`src/rtl/writeback_stage_pkg.sv`:
```
// writeback_stage_pkg: shared core types plus writeback load ops and FSM states
package writeback_stage_pkg;
  localparam int REG_DATA_WIDTH = 32;
  localparam int REG_ADDR_WIDTH = 5;
  typedef logic [REG_DATA_WIDTH-1:0] word_t;
  typedef logic [REG_ADDR_WIDTH-1:0] regaddr_t;
  typedef struct packed {
    logic     we;
    regaddr_t waddr;
    word_t    wdata;
  } regWritePort_t;
  typedef enum logic [2:0] {LB, LBU, LH, LHU, LW, LWL, LWR} load_op_t;
  typedef enum logic [1:0] {WB_IDLE, WB_WAIT, WB_DRAIN} wb_state_t;
endpackage

```
`src/rtl/writeback_stage_if.sv`:
```
// writeback_stage_if: MEM-to-writeback handshake, data response and register write port
interface writeback_stage_if;
  import writeback_stage_pkg::*;
  logic          mem_valid;
  logic          wb_ready;
  regWritePort_t mem_wp;
  logic          mem_is_load;
  load_op_t      mem_load_op;
  logic [1:0]    mem_addr_lo;
  word_t         mem_rt_old;
  logic          dresp_valid;
  word_t         dresp_rdata;
  logic          flush;
  regWritePort_t wp_out;
  modport master (
    output mem_valid, mem_wp, mem_is_load, mem_load_op, mem_addr_lo, mem_rt_old,
           dresp_valid, dresp_rdata, flush,
    input  wb_ready, wp_out
  );
  modport slave (
    input  mem_valid, mem_wp, mem_is_load, mem_load_op, mem_addr_lo, mem_rt_old,
           dresp_valid, dresp_rdata, flush,
    output wb_ready, wp_out
  );
endinterface

```
`src/rtl/writeback_stage_extract.sv`:
```
// load_extract: little-endian load data extraction and LWL/LWR merge
module load_extract
  import writeback_stage_pkg::*;
(
  input  load_op_t   op,
  input  logic [1:0] addr_lo,
  input  word_t      rdata,
  input  word_t      rt_old,
  output word_t      data
);
  logic [4:0]  sh;
  logic [7:0]  b8;
  logic [15:0] h16;
  assign sh  = {addr_lo, 3'b000};
  assign b8  = rdata[sh +: 8];
  assign h16 = rdata[{addr_lo[1], 4'b0000} +: 16];
  // ~addr_lo equals 3 - addr_lo for the LWL left shift
  always_comb begin
    case (op)
      LB:      data = {{24{b8[7]}}, b8};
      LBU:     data = {24'h0, b8};
      LH:      data = {{16{h16[15]}}, h16};
      LHU:     data = {16'h0, h16};
      LWL:     data = (rdata << {~addr_lo, 3'b000}) | (rt_old & (32'h00FF_FFFF >> sh));
      LWR:     data = (rdata >> sh) | (rt_old & ~(32'hFFFF_FFFF >> sh));
      default: data = rdata;
    endcase
  end
endmodule

```
`src/rtl/writeback_stage.sv`:
```
// writeback_stage: retires one instruction per cycle, waiting on and merging load data
module writeback_stage
  import writeback_stage_pkg::*;
(
  input logic              clk,
  input logic              rst,
  writeback_stage_if.slave bus
);
  wb_state_t     state, state_n;
  logic          idle, accept, start_wait, wr;
  logic          cap_we;
  regaddr_t      cap_waddr;
  load_op_t      cap_op, ext_op;
  logic [1:0]    cap_lo, ext_lo;
  word_t         cap_rt, ext_rt, ext;
  regWritePort_t wp_n;
  assign idle       = state == WB_IDLE;
  assign accept     = bus.mem_valid & idle & ~bus.flush;
  assign start_wait = accept & bus.mem_is_load & ~bus.dresp_valid;
  // the single extractor sees live inputs in IDLE and the captured load otherwise
  assign ext_op = idle ? bus.mem_load_op : cap_op;
  assign ext_lo = idle ? bus.mem_addr_lo : cap_lo;
  assign ext_rt = idle ? bus.mem_rt_old : cap_rt;
  load_extract u_extract (
    .op     (ext_op),
    .addr_lo(ext_lo),
    .rdata  (bus.dresp_rdata),
    .rt_old (ext_rt),
    .data   (ext)
  );
  always_ff @(posedge clk) state <= rst ? WB_IDLE : state_n;
  always_comb begin
    state_n = state;
    case (state)
      WB_IDLE:  state_n = start_wait ? WB_WAIT : WB_IDLE;
      WB_WAIT:  state_n = bus.dresp_valid ? WB_IDLE : bus.flush ? WB_DRAIN : WB_WAIT;
      WB_DRAIN: state_n = bus.dresp_valid ? WB_IDLE : WB_DRAIN;
      default:  state_n = WB_IDLE;
    endcase
  end
  always_comb begin
    bus.wb_ready = idle;
    wr = idle ? accept & (~bus.mem_is_load | bus.dresp_valid)
              : (state == WB_WAIT) & bus.dresp_valid & ~bus.flush;
    wp_n.waddr = idle ? bus.mem_wp.waddr : cap_waddr;
    wp_n.wdata = idle & ~bus.mem_is_load ? bus.mem_wp.wdata : ext;
    wp_n.we    = wr & (idle ? bus.mem_wp.we : cap_we) & (wp_n.waddr != '0);
  end
  always_ff @(posedge clk) begin
    if (rst) begin
      bus.wp_out <= '0;
      cap_we     <= 1'b0;
      cap_waddr  <= '0;
      cap_op     <= LB;
      cap_lo     <= '0;
      cap_rt     <= '0;
    end else begin
      bus.wp_out <= wp_n;
      if (start_wait) begin
        cap_we    <= bus.mem_wp.we;
        cap_waddr <= bus.mem_wp.waddr;
        cap_op    <= bus.mem_load_op;
        cap_lo    <= bus.mem_addr_lo;
        cap_rt    <= bus.mem_rt_old;
      end
    end
  end
  // a response with no load being taken in IDLE is a memory protocol error
  assert property (@(posedge clk) disable iff (rst)
    idle & bus.dresp_valid |-> accept & bus.mem_is_load);
endmodule

```
`src/flat_wrapper.sv`:
```
// flat-port wrapper written by rule: the top's interface ports become plain ports
module writeback_stage_flat import writeback_stage_pkg::*;
  (clk, rst, bus_mem_valid, bus_mem_wp, bus_mem_is_load, bus_mem_load_op, bus_mem_addr_lo, bus_mem_rt_old, bus_dresp_valid, bus_dresp_rdata, bus_flush, bus_wb_ready, bus_wp_out);
  writeback_stage_if bus_i ();
  input logic clk;
  input logic rst;
  input wire logic [$bits(bus_i.mem_valid)-1:0] bus_mem_valid;
  input wire logic [$bits(bus_i.mem_wp)-1:0] bus_mem_wp;
  input wire logic [$bits(bus_i.mem_is_load)-1:0] bus_mem_is_load;
  input wire logic [$bits(bus_i.mem_load_op)-1:0] bus_mem_load_op;
  input wire logic [$bits(bus_i.mem_addr_lo)-1:0] bus_mem_addr_lo;
  input wire logic [$bits(bus_i.mem_rt_old)-1:0] bus_mem_rt_old;
  input wire logic [$bits(bus_i.dresp_valid)-1:0] bus_dresp_valid;
  input wire logic [$bits(bus_i.dresp_rdata)-1:0] bus_dresp_rdata;
  input wire logic [$bits(bus_i.flush)-1:0] bus_flush;
  output wire logic [$bits(bus_i.wb_ready)-1:0] bus_wb_ready;
  output wire logic [$bits(bus_i.wp_out)-1:0] bus_wp_out;
  assign bus_i.mem_valid = bus_mem_valid;
  assign bus_i.mem_wp = bus_mem_wp;
  assign bus_i.mem_is_load = bus_mem_is_load;
  assign bus_i.mem_load_op = bus_mem_load_op;
  assign bus_i.mem_addr_lo = bus_mem_addr_lo;
  assign bus_i.mem_rt_old = bus_mem_rt_old;
  assign bus_i.dresp_valid = bus_dresp_valid;
  assign bus_i.dresp_rdata = bus_dresp_rdata;
  assign bus_i.flush = bus_flush;
  assign bus_wb_ready = bus_i.wb_ready;
  assign bus_wp_out = bus_i.wp_out;
  writeback_stage u_core (.clk(clk), .rst(rst), .bus(bus_i));
endmodule
```
`config.mk`:
```
export PLATFORM = sky130hd
export DESIGN_NAME = writeback_stage_flat
export DESIGN_NICKNAME = d
export VERILOG_FILES = /design/src/rtl/writeback_stage_pkg.sv /design/src/rtl/writeback_stage_if.sv /design/src/rtl/writeback_stage_extract.sv /design/src/rtl/writeback_stage.sv /design/src/flat_wrapper.sv
export SDC_FILE = /design/constraint.sdc
export NUM_CORES = 1
export LEC_CHECK = 0
export BUFFER_PORTS_ARGS = -buffer_cell sky130_fd_sc_hd__buf_2
export CAP_MARGIN = 30
export CELL_PAD_IN_SITES_DETAIL_PLACEMENT = 2
export CELL_PAD_IN_SITES_GLOBAL_PLACEMENT = 2
export CORE_MARGIN = 5
export CORE_UTILIZATION = 33
export CTS_CLUSTER_DIAMETER = 30
export CTS_CLUSTER_SIZE = 20
export DETAILED_ROUTE_END_ITERATION = 6
export PLACE_DENSITY = 0.87
export SYNTH_ARGS = -nofsm -noshare
export SYNTH_HDL_FRONTEND = slang
export SYNTH_HIERARCHICAL = 1
export SYNTH_SLANG_ARGS = --single-unit
export TNS_END_PERCENT = 20
```
`constraint.sdc`:
```
create_clock -name clk -period 6.59 [get_ports clk]
set_input_delay 0.659 -clock clk [delete_from_list [all_inputs] [get_ports clk]]
set_output_delay 0.659 -clock clk [all_outputs]
set_load 0.02 [all_outputs]
```
==> out/qor.txt, run 1 <==
Slew HR -> 29.5%
Initial antenna violation count -> 1
Syn Area/Cell -> 7.72 sq um
Cts hold-fix bufs -> 0
Layout Nets -> 977
Die Ht -> 143 um
Yosys cell types -> 48
First-pass GRT wire length -> 37400 um
CP Data Required Time -> 6.77 ns
Gr usage total -> 23.5%
Final Setup Violations -> 0
Routability Congestion -> 0.885
Post-synth net total -> 867
Max Cap Violations -> 0
Share of layout cells above drive strength 1 -> 23.8%
Layout area overhead -> 18.8%
TritonCTS Buffers -> 9
Hpwl dp -> 17500 um
CTS tree -> built
Warnings, synthesis -> 6
Worst slew pin tran -> 1.06 ns
ANT nets after route -> 0
Clk sink count -> 83
First-pass DRT Iterations -> 5
Number of global-route vias before repair -> 6675
Die Footprint -> 20400 sq um
Finished Core Util -> 40.0%
DR WL/cell -> 22.2 um
I/O Buffers -> 151
Post-synth EDFFs -> 0
Initial Utilization -> 33.7%
Fillers -> 2030
HP Class -> flip-flop to flip-flop
Sequential element share of the synthesized area -> 28.5%
Max Buffers Root-to-Sink -> 2
Post-Route WL -> 24300 um
CP Cell Sequence -> or2_1 -> buf_4 -> inv_4 -> nand2_1 -> nand2_1 -> nand2b_1 -> nand3_1 -> buf_4 -> o21ai_1 -> o22a_1 -> nand2_1 -> a21oi_1
Largest net degree at the start of global routing -> 127
Largest stage delay, worst path -> 0.59 ns
Max Fclk -> 247 MHz
Final cycle utilization of the critical path -> 61.5%
Pwr dens -> 210 nW/um^2
Setup Buffers After CTS -> 0
CP max-delay cell -> nand2_1
DRC -> 0
Status -> finished, final reports clean
Commonest non-fill, non-tap cell in the layout -> nand2_1
Synth Flop Type -> dfxtp_1
H-tree depth -> 3
Post-Syn Instances -> 754
Total gr overflow -> 0
Commonest cells after routing, fill and taps aside -> 203 x nand2_1, 152 x buf_2, 88 x nand2b_1
Slew Viols, Final -> 0
Max FO, Critical Path -> 45
# IOs -> 152
Final hold violations -> 0
Crit. End Element -> flip-flop
Root buf cell -> clkbuf_16
Number of cell rows -> 48
RSZ-0062 raised after global routing -> no
Mapped Area -> 5820 sq um
Min Tclk post-route -> 4.06 ns
Vias per cell -> 5.61
Die Span X -> 143 um
Layout Skew -> 0.0101 ns
Ys async rst share -> 0%
Crit start category -> flip-flop
Kind of critical path -> flip-flop to flip-flop
Worst vdd ir -> 120 uV
Initial drt markers -> 449
DR vias -> 6137
CP arrival -> 4.23 ns
Setup_tns -> 0 ns
CP dominant cell by count -> nand2_1
Clk slew on worst S/H paths -> 0.07 ns
Core area -> 17300 sq um
Antenna diode count -> 0
Leak -> 3.07 nW
Register bit total from synthesis -> 83
Post-CTS sizing -> 0
Worst-skew pair later-pin latency -> 0.36 ns
-- path summary, 6_finish.rpt --
check / start / cells past startpoint / slack (ns) / endpoint
worst max-delay path: u_core/state[1] / 12 / 2.54 / u_core/bus.wp_out[16]
worst max register to register: u_core/state[1] / 12 / 2.54 / u_core/bus.wp_out[16]
worst min-delay path: u_core/cap_lo[1] / 2 / 0.48 / u_core/cap_lo[1]
worst min register to register: u_core/cap_lo[1] / 2 / 0.48 / u_core/cap_lo[1]
-- state kept, by name, summed over array words and instances (netlist names) --
name,count
u_core/bus.wp_out,38
u_core/cap_lo,2
u_core/cap_op,3
u_core/cap_rt,32
u_core/cap_waddr,5
u_core/cap_we,1
u_core/state,2
-- metrics by stage --
stage,cell area [sq um],hold slack [ns],instances,power (mW),setup slack (ns)
after floorplan,5820,0.444,754,0.775,3.97
after global placement,6580,0.460,1076,0.901,2.79
after detailed placement,6610,0.470,1078,0.912,2.70
after CTS,6920,0.485,1094,1.46,2.60
after global routing,6920,0.501,1094,1.51,2.24
final,6920,0.477,1094,1.45,2.54
-- report_power, final --
group | switching [mW] | internal, mW | total (mW)
combinational | 0.230 | 0.145 | 0.375
sequential | 0.00958 | 0.526 | 0.536
clock | 0.239 | 0.301 | 0.540
total | 0.479 | 0.972 | 1.45
-- Yosys cell counts, types with 14 or more instances --
cell | count | area, sq um
mux2i_1 | 83 | 831
nor3_1 | 14 | 70.1
mux2_2 | 19 | 214
a21oi_1 | 38 | 190
nand2b_1 | 88 | 551
nor2_1 | 29 | 109
nand2_1 | 204 | 766
and3b_1 | 16 | 140
clkbuf_1 | 35 | 131
o21ai_0 | 16 | 80.1
o22a_1 | 14 | 123
buf_2 | 15 | 75.1
dfxtp_1 | 83 | 1660
-- worst max-delay path: cells and delay by family (launching register included) --
family / cells / cell delay (ns)
simple gates: 6 / 1.69
compound gates: 3 / 0.73
buf+inv: 3 / 1.05
flops: 1 / 0.37
-- logic make-up after synthesis --
group	count (synthesis)	synth area share, %
compound gates	132	16.0
buf+inv	64	6.19
flops	83	28.5
mux	104	18.7
simple gates	371	30.6
-- final cells by class --
class / count / area (sq um) / area share (%)
Clock buffer: 9 / 225 / 3.26
Inverter: 3 / 13.8 / 0.199
Timing Repair Buffer: 160 / 841 / 12.2
Clock inverter: 7 / 82.6 / 1.19
Sequential cell: 83 / 1660 / 24.0
Multi-Input combinational cell: 607 / 3810 / 55.1
Tap cell: 225 / 282 / 4.07
-- metal layers --
metal  vias to the layer above  global-route usage, %  share of wire (%)
met5                         -                      0              0.054
met4                         2                   7.95                2.7
met3                        46                   4.59                6.1
met2                       216                   40.4                 49
met1                      3042                   29.5                 42
li1                       2831                      -                  -
Power figures use the tool's default switching activity.
==> run 2: changes to the inputs <==
Settings changed: CORE_UTILIZATION 33 to 27, PLACE_DENSITY 0.87 to 0.76.
Clock period 6.59 ns to 3.4 ns, I/O delays scaled along.
==> run 2 against run 1 <==
Sequential cell count unchanged. Combinational power increased by 93%. Clock-buffer cell count increased by 1. Hold slack got worse by 0.28 ns. Global-route usage decreased by 4.1 points. Clock power increased by 93%. Setup slack got worse by 2.3 ns. Non-clock buffer count increased by 11. Utilization decreased by 6.7 points. Die area increased by 21%. Routed wire length decreased by 0.80%. Critical endpoint is now u_core/bus.wp_out[15].
==> out/qor.txt, run 2 (synthesized netlist as in run 1, its figures left out) <==
Clk sink count -> 83
Max FO, Critical Path -> 17
Initial drt markers -> 243
Switching power -> 0.916 mW
Die Footprint -> 24600 sq um
Routability Congestion -> 0.885
Post-Route WL -> 24100 um
Switching share of power -> 32.7%
Crit. End Element -> flip-flop
Max Cap Violations -> 0
R2r setup slk -> 0.22 ns
Final Setup Violations -> 0
Max FFs per register -> 38
Kind of critical path -> flip-flop to flip-flop
HP Class -> primary input to flip-flop
Antenna diode count -> 0
DR WL/cell -> 20.8 um
Setup_tns -> 0 ns
Min Tclk post-route -> 3.18 ns
Worst-skew pair later-pin latency -> 0.36 ns
Clock power share -> 37.2%
CP Cell Sequence -> or2_1 -> inv_4 -> nand2_1 -> nand2_1 -> buf_4 -> mux2i_4 -> o31ai_4 -> o32a_1 -> nand2_1 -> a21oi_1
First-pass DRT Iterations -> 4
Top Family by Delay on Critical Path -> simple AND/OR/NAND/NOR gates
H-tree depth -> 3
Status -> finished, final reports clean
Vias per cell -> 5.12
Top reg by flops -> u_core/bus.wp_out
Initial antenna violation count -> 1
Core area -> 21200 sq um
Initial Utilization -> 27.5%
# IOs -> 152
Number of cell rows -> 53
Clk slew on worst S/H paths -> 0.07 ns
Worst vdd ir -> 261 uV
Number of global-route vias before repair -> 6458
I/O Buffers -> 151
DRC -> 0
Die Span X -> 157 um
Pwr dens -> 398 nW/um^2
Max Buffers Root-to-Sink -> 2
TritonCTS Buffers -> 9
Largest stage delay, worst path -> 0.47 ns
Cts hold-fix bufs -> 0
Share of total power in combinational logic -> 25.8%
Max Fclk -> 314 MHz
Share of layout cells above drive strength 1 -> 24.7%
Layout Nets -> 988
Fin worst setup slack -> 0.216 ns
Root buf cell -> clkbuf_16
Hold Slack -> 0.195 ns
Hpwl dp -> 18600 um
CP max-delay cell -> dfxtp_1
RSZ-0062 raised after global routing -> no
Largest net degree at the start of global routing -> 79
Slew Viols, Final -> 0
Biggest regs -> u_core/bus.wp_out x38, u_core/cap_rt x32, u_core/cap_waddr x5
CP dominant cell by count -> nand2_1
Die Ht -> 157 um
Slew HR -> 40.3%
Layout area overhead -> 21.0%
Cell-internal power -> 1.89 mW
Reg power frac -> 37.0%
Final hold violations -> 0
Setup Buffers After CTS -> 0
CP arrival -> 3.44 ns
Worst slack at placement -> 0.315 ns
Total gr overflow -> 0
Commonest cells after routing, fill and taps aside -> 203 x nand2_1, 151 x buf_2, 88 x nand2b_1
CTS tree -> built
Post-CTS sizing -> 0
Crit start category -> flip-flop
DR vias -> 5918
ANT nets after route -> 0
Layout Skew -> 0.0164 ns
Commonest non-fill, non-tap cell in the layout -> nand2_1
CP Buf/Inv Count -> 2
Gr usage total -> 19.4%
Worst slew pin tran -> 0.895 ns
Leak -> 3.12 nW
CP Data Required Time -> 3.66 ns
Final cycle utilization of the critical path -> 93.6%
First-pass GRT wire length -> 36900 um
==> run 2: final cells by class <==
| type | instances | area (sq um) |
|---|---|---|
| clock buffer | 10 | 229 |
| clock inverter | 6 | 71.3 |
| fill | 2474 | 14100 |
| inverter | 3 | 13.8 |
| multi-input combinational | 607 | 3810 |
| sequential | 83 | 1660 |
| tap | 275 | 344 |
| timing repair buffer | 171 | 918 |
==> run 2: routing by layer <==
metal	track usage, %	vias to the layer above	wire length [um]
li1	-	2847	-
met2	33.9	135	12200
met5	0	-	20
met4	5.37	2	450
met3	3.43	23	1030
met1	24.5	2911	10400
==> run 2: power by group through the flow <==
stage / Sequential [mW] / Clock [mW] / Combinational, mW
after floorplan: 1.10 / 0 / 0.401
after global placement: 1.06 / 0 / 0.705
after detailed placement: 1.06 / 0 / 0.722
after CTS: 1.04 / 1.08 / 0.725
after global routing: 1.04 / 1.11 / 0.785
final: 1.04 / 1.04 / 0.723
==> run 2: worst paths after layout <==
check / start / endpoint / cells past startpoint
setup / recovery: u_core/state[0] / u_core/bus.wp_out[15] / 10
setup reg to reg: u_core/state[0] / u_core/bus.wp_out[15] / 10
hold reg to reg: u_core/cap_rt[22] / u_core/cap_rt[22] / 2
hold / removal: bus_dresp_valid / u_core/state[1] / 2
==> run 2: worst reg2reg max path, stage by stage, from the launching register on <==
cell and delay, ns:
dfxtp_1 0.47, or2_1 0.33, inv_4 0.14, nand2_1 0.12, nand2_1 0.44, buf_4 0.36, mux2i_4 0.21, o31ai_4 0.48
o32a_1 0.25, nand2_1 0.07, a21oi_1 0.21
==> run 2: through the flow <==
stage               instance area (sq um)  cells  util (%)  total power [mW]
floorplan                            5820    754         -              1.50
global placement                     6750   1139      31.9              1.76
detailed placement                   6750   1139      31.9              1.78
CTS                                  7050   1155      33.3              2.84
global route                         7050   1155      33.3              2.94
finish                               7050   1155      33.3              2.80
==> run 3: changes to the inputs <==
Clock period 3.4 ns to 2.9 ns, I/O delays scaled along.
==> run 3 against run 2 <==
Power increased by 18%. Clock-buffer cell count unchanged. Highest routed layer unchanged. Die area unchanged. Non-clock buffer count grew 6. Via count grew 1.2%.
==> out/qor.txt, run 3 (synthesized netlist as in run 1, its figures left out) <==
Layout Nets -> 994
Max FO, Critical Path -> 15
Met3 wire length -> 969 um
CP Data Required Time -> 3.19 ns
Fillers -> 2501
Min Tclk post-route -> 2.70 ns
Setup Buffers After CTS -> 0
Design Power -> 3.30 mW
Crit start category -> flip-flop
DR WL/cell -> 20.9 um
CP max-delay cell -> a211oi_1
TritonCTS Buffers -> 9
Biggest regs -> u_core/bus.wp_out x38, u_core/cap_rt x32, u_core/cap_waddr x5
Leak -> 3.16 nW
Clk sink count -> 83
Total gr overflow -> 0
Seq. cell area -> 1660 sq um
CP arrival -> 2.99 ns
Status -> finished, final reports clean
Worst slack at placement -> 0.213 ns
Top Metal Used -> met5
Metal-1 WL -> 10800 um
Largest stage delay, worst path -> 0.36 ns
Hpwl dp -> 18600 um
First-pass GRT wire length -> 37500 um
Final Instance Area -> 7150 sq um
Number of global-route vias before repair -> 6491
Kind of critical path -> flip-flop to flip-flop
Worst r2r src -> u_core/state[1]
Root buf cell -> clkbuf_16
Max FFs per register -> 38
Min-delay src -> bus_mem_wp[0]
Worst slew pin tran -> 0.653 ns
Top Family by Delay on Critical Path -> simple AND/OR/NAND/NOR gates
Die Span X -> 157 um
Top reg by flops -> u_core/bus.wp_out
CTS tree -> built
Routability Congestion -> 0.886
CP Cell Sequence -> or2_1 -> buf_4 -> nand2_1 -> nand2_1 -> nand2b_1 -> buf_4 -> a32oi_1 -> buf_4 -> nor2_1 -> a211oi_1 -> nand2_1 -> a21oi_1
Layout area overhead -> 22.8%
Commonest cells after routing, fill and taps aside -> 202 x nand2_1, 151 x buf_2, 88 x nand2b_1
Largest net degree at the start of global routing -> 69
Worst Setup SP -> u_core/state[1]
Layout Skew -> 0.00893 ns
DRC -> 0
Initial antenna violation count -> 1
Initial Utilization -> 27.5%
Initial drt markers -> 292
H-tree depth -> 3
Post-Place Cell Area -> 6840 sq um
ANT nets after route -> 0
Commonest non-fill, non-tap cell in the layout -> nand2_1
Hold Slack -> 0.165 ns
Clk slew on worst S/H paths -> 0.07 ns
RSZ-0062 raised after global routing -> no
Slew HR -> 56.1%
Gr usage total -> 19.7%
Worst vdd ir -> 215 uV
Max Fclk -> 370 MHz
Crit. End Element -> flip-flop
Die Footprint -> 24600 sq um
Core area -> 21200 sq um
# IOs -> 152
DR vias -> 5991
Max Buffers Root-to-Sink -> 2
First-pass DRT Iterations -> 6
Max Cap Violations -> 0
Worst-skew pair later-pin latency -> 0.36 ns
Post-Route WL -> 24200 um
Multi-input combinational cell area -> 3810 sq um
Fin worst setup slack -> 0.201 ns
Number of cell rows -> 53
Vias per cell -> 5.16
Met2 Routed Length -> 12000 um
Final cycle utilization of the critical path -> 93.1%
I/O Buffers -> 151
Final Setup Violations -> 0
Pwr dens -> 462 nW/um^2
Slew Viols, Final -> 0
HP Class -> primary input to flip-flop
Setup_tns -> 0 ns
CP Buf/Inv Count -> 3
Share of layout cells above drive strength 1 -> 25.3%
Final hold violations -> 0
Cts hold-fix bufs -> 0
Die Ht -> 157 um
[run 3: repair_timing]
item                                    CTS  global route
endpoints found under the setup margin    0             1
endpoints found under the hold margin     0             0
resized for setup                         0             1
[run 3: path summary, 6_finish.rpt]
| kind | endpoint | slack, ns | cells after the start |
|---|---|---|---|
| setup reg to reg | u_core/bus.wp_out[6] | 0.20 | 12 |
| setup / recovery | u_core/bus.wp_out[6] | 0.20 | 12 |
| hold reg to reg | u_core/cap_rt[29] | 0.48 | 2 |
| hold / removal | u_core/bus.wp_out[0] | 0.17 | 3 |
[run 3: power by group]
group          switching [mW]  internal (mW)  total (mW)
Combinational           0.517          0.349       0.865
Clock                   0.541          0.680        1.22
Sequential             0.0213           1.19        1.22
Total                    1.08           2.22        3.30
[run 3: area by class of cell]
cell class | instances | area share [%]
multi-input combinational | 607 | 53.3
clock inverter | 6 | 0.998
clock buffer | 10 | 3.20
timing repair buffer | 177 | 14.2
sequential | 83 | 23.2
inverter | 3 | 0.193
tap | 275 | 4.81
antenna | 1 | 0.0350
[run 3: per-layer routing]
| layer | global-route usage, % | up-vias |
|---|---|---|
| met2 | 34.3 | 144 |
| li1 | - | 2864 |
| met5 | 0 | - |
| met4 | 4.92 | 2 |
| met1 | 25.1 | 2954 |
| met3 | 3.62 | 27 |
[run 3: worst reg2reg max path, cell delays in order (launching register included)]
cell	delay, ns
dfxtp_1	0.32
or2_1	0.28
buf_4	0.21
nand2_1	0.08
nand2_1	0.22
nand2b_1	0.26
buf_4	0.19
a32oi_1	0.21
buf_4	0.18
nor2_1	0.04
a211oi_1	0.36
nand2_1	0.11
a21oi_1	0.17
[run 3: through the flow]
| stage | instances | utilization (%) |
|---|---|---|
| detailed placement | 1145 | 32.3 |
| global placement | 1144 | 32.3 |
| global route | 1161 | 33.8 |
| CTS | 1161 | 33.8 |
| finish | 1162 | 33.8 |
| floorplan | 754 | - |
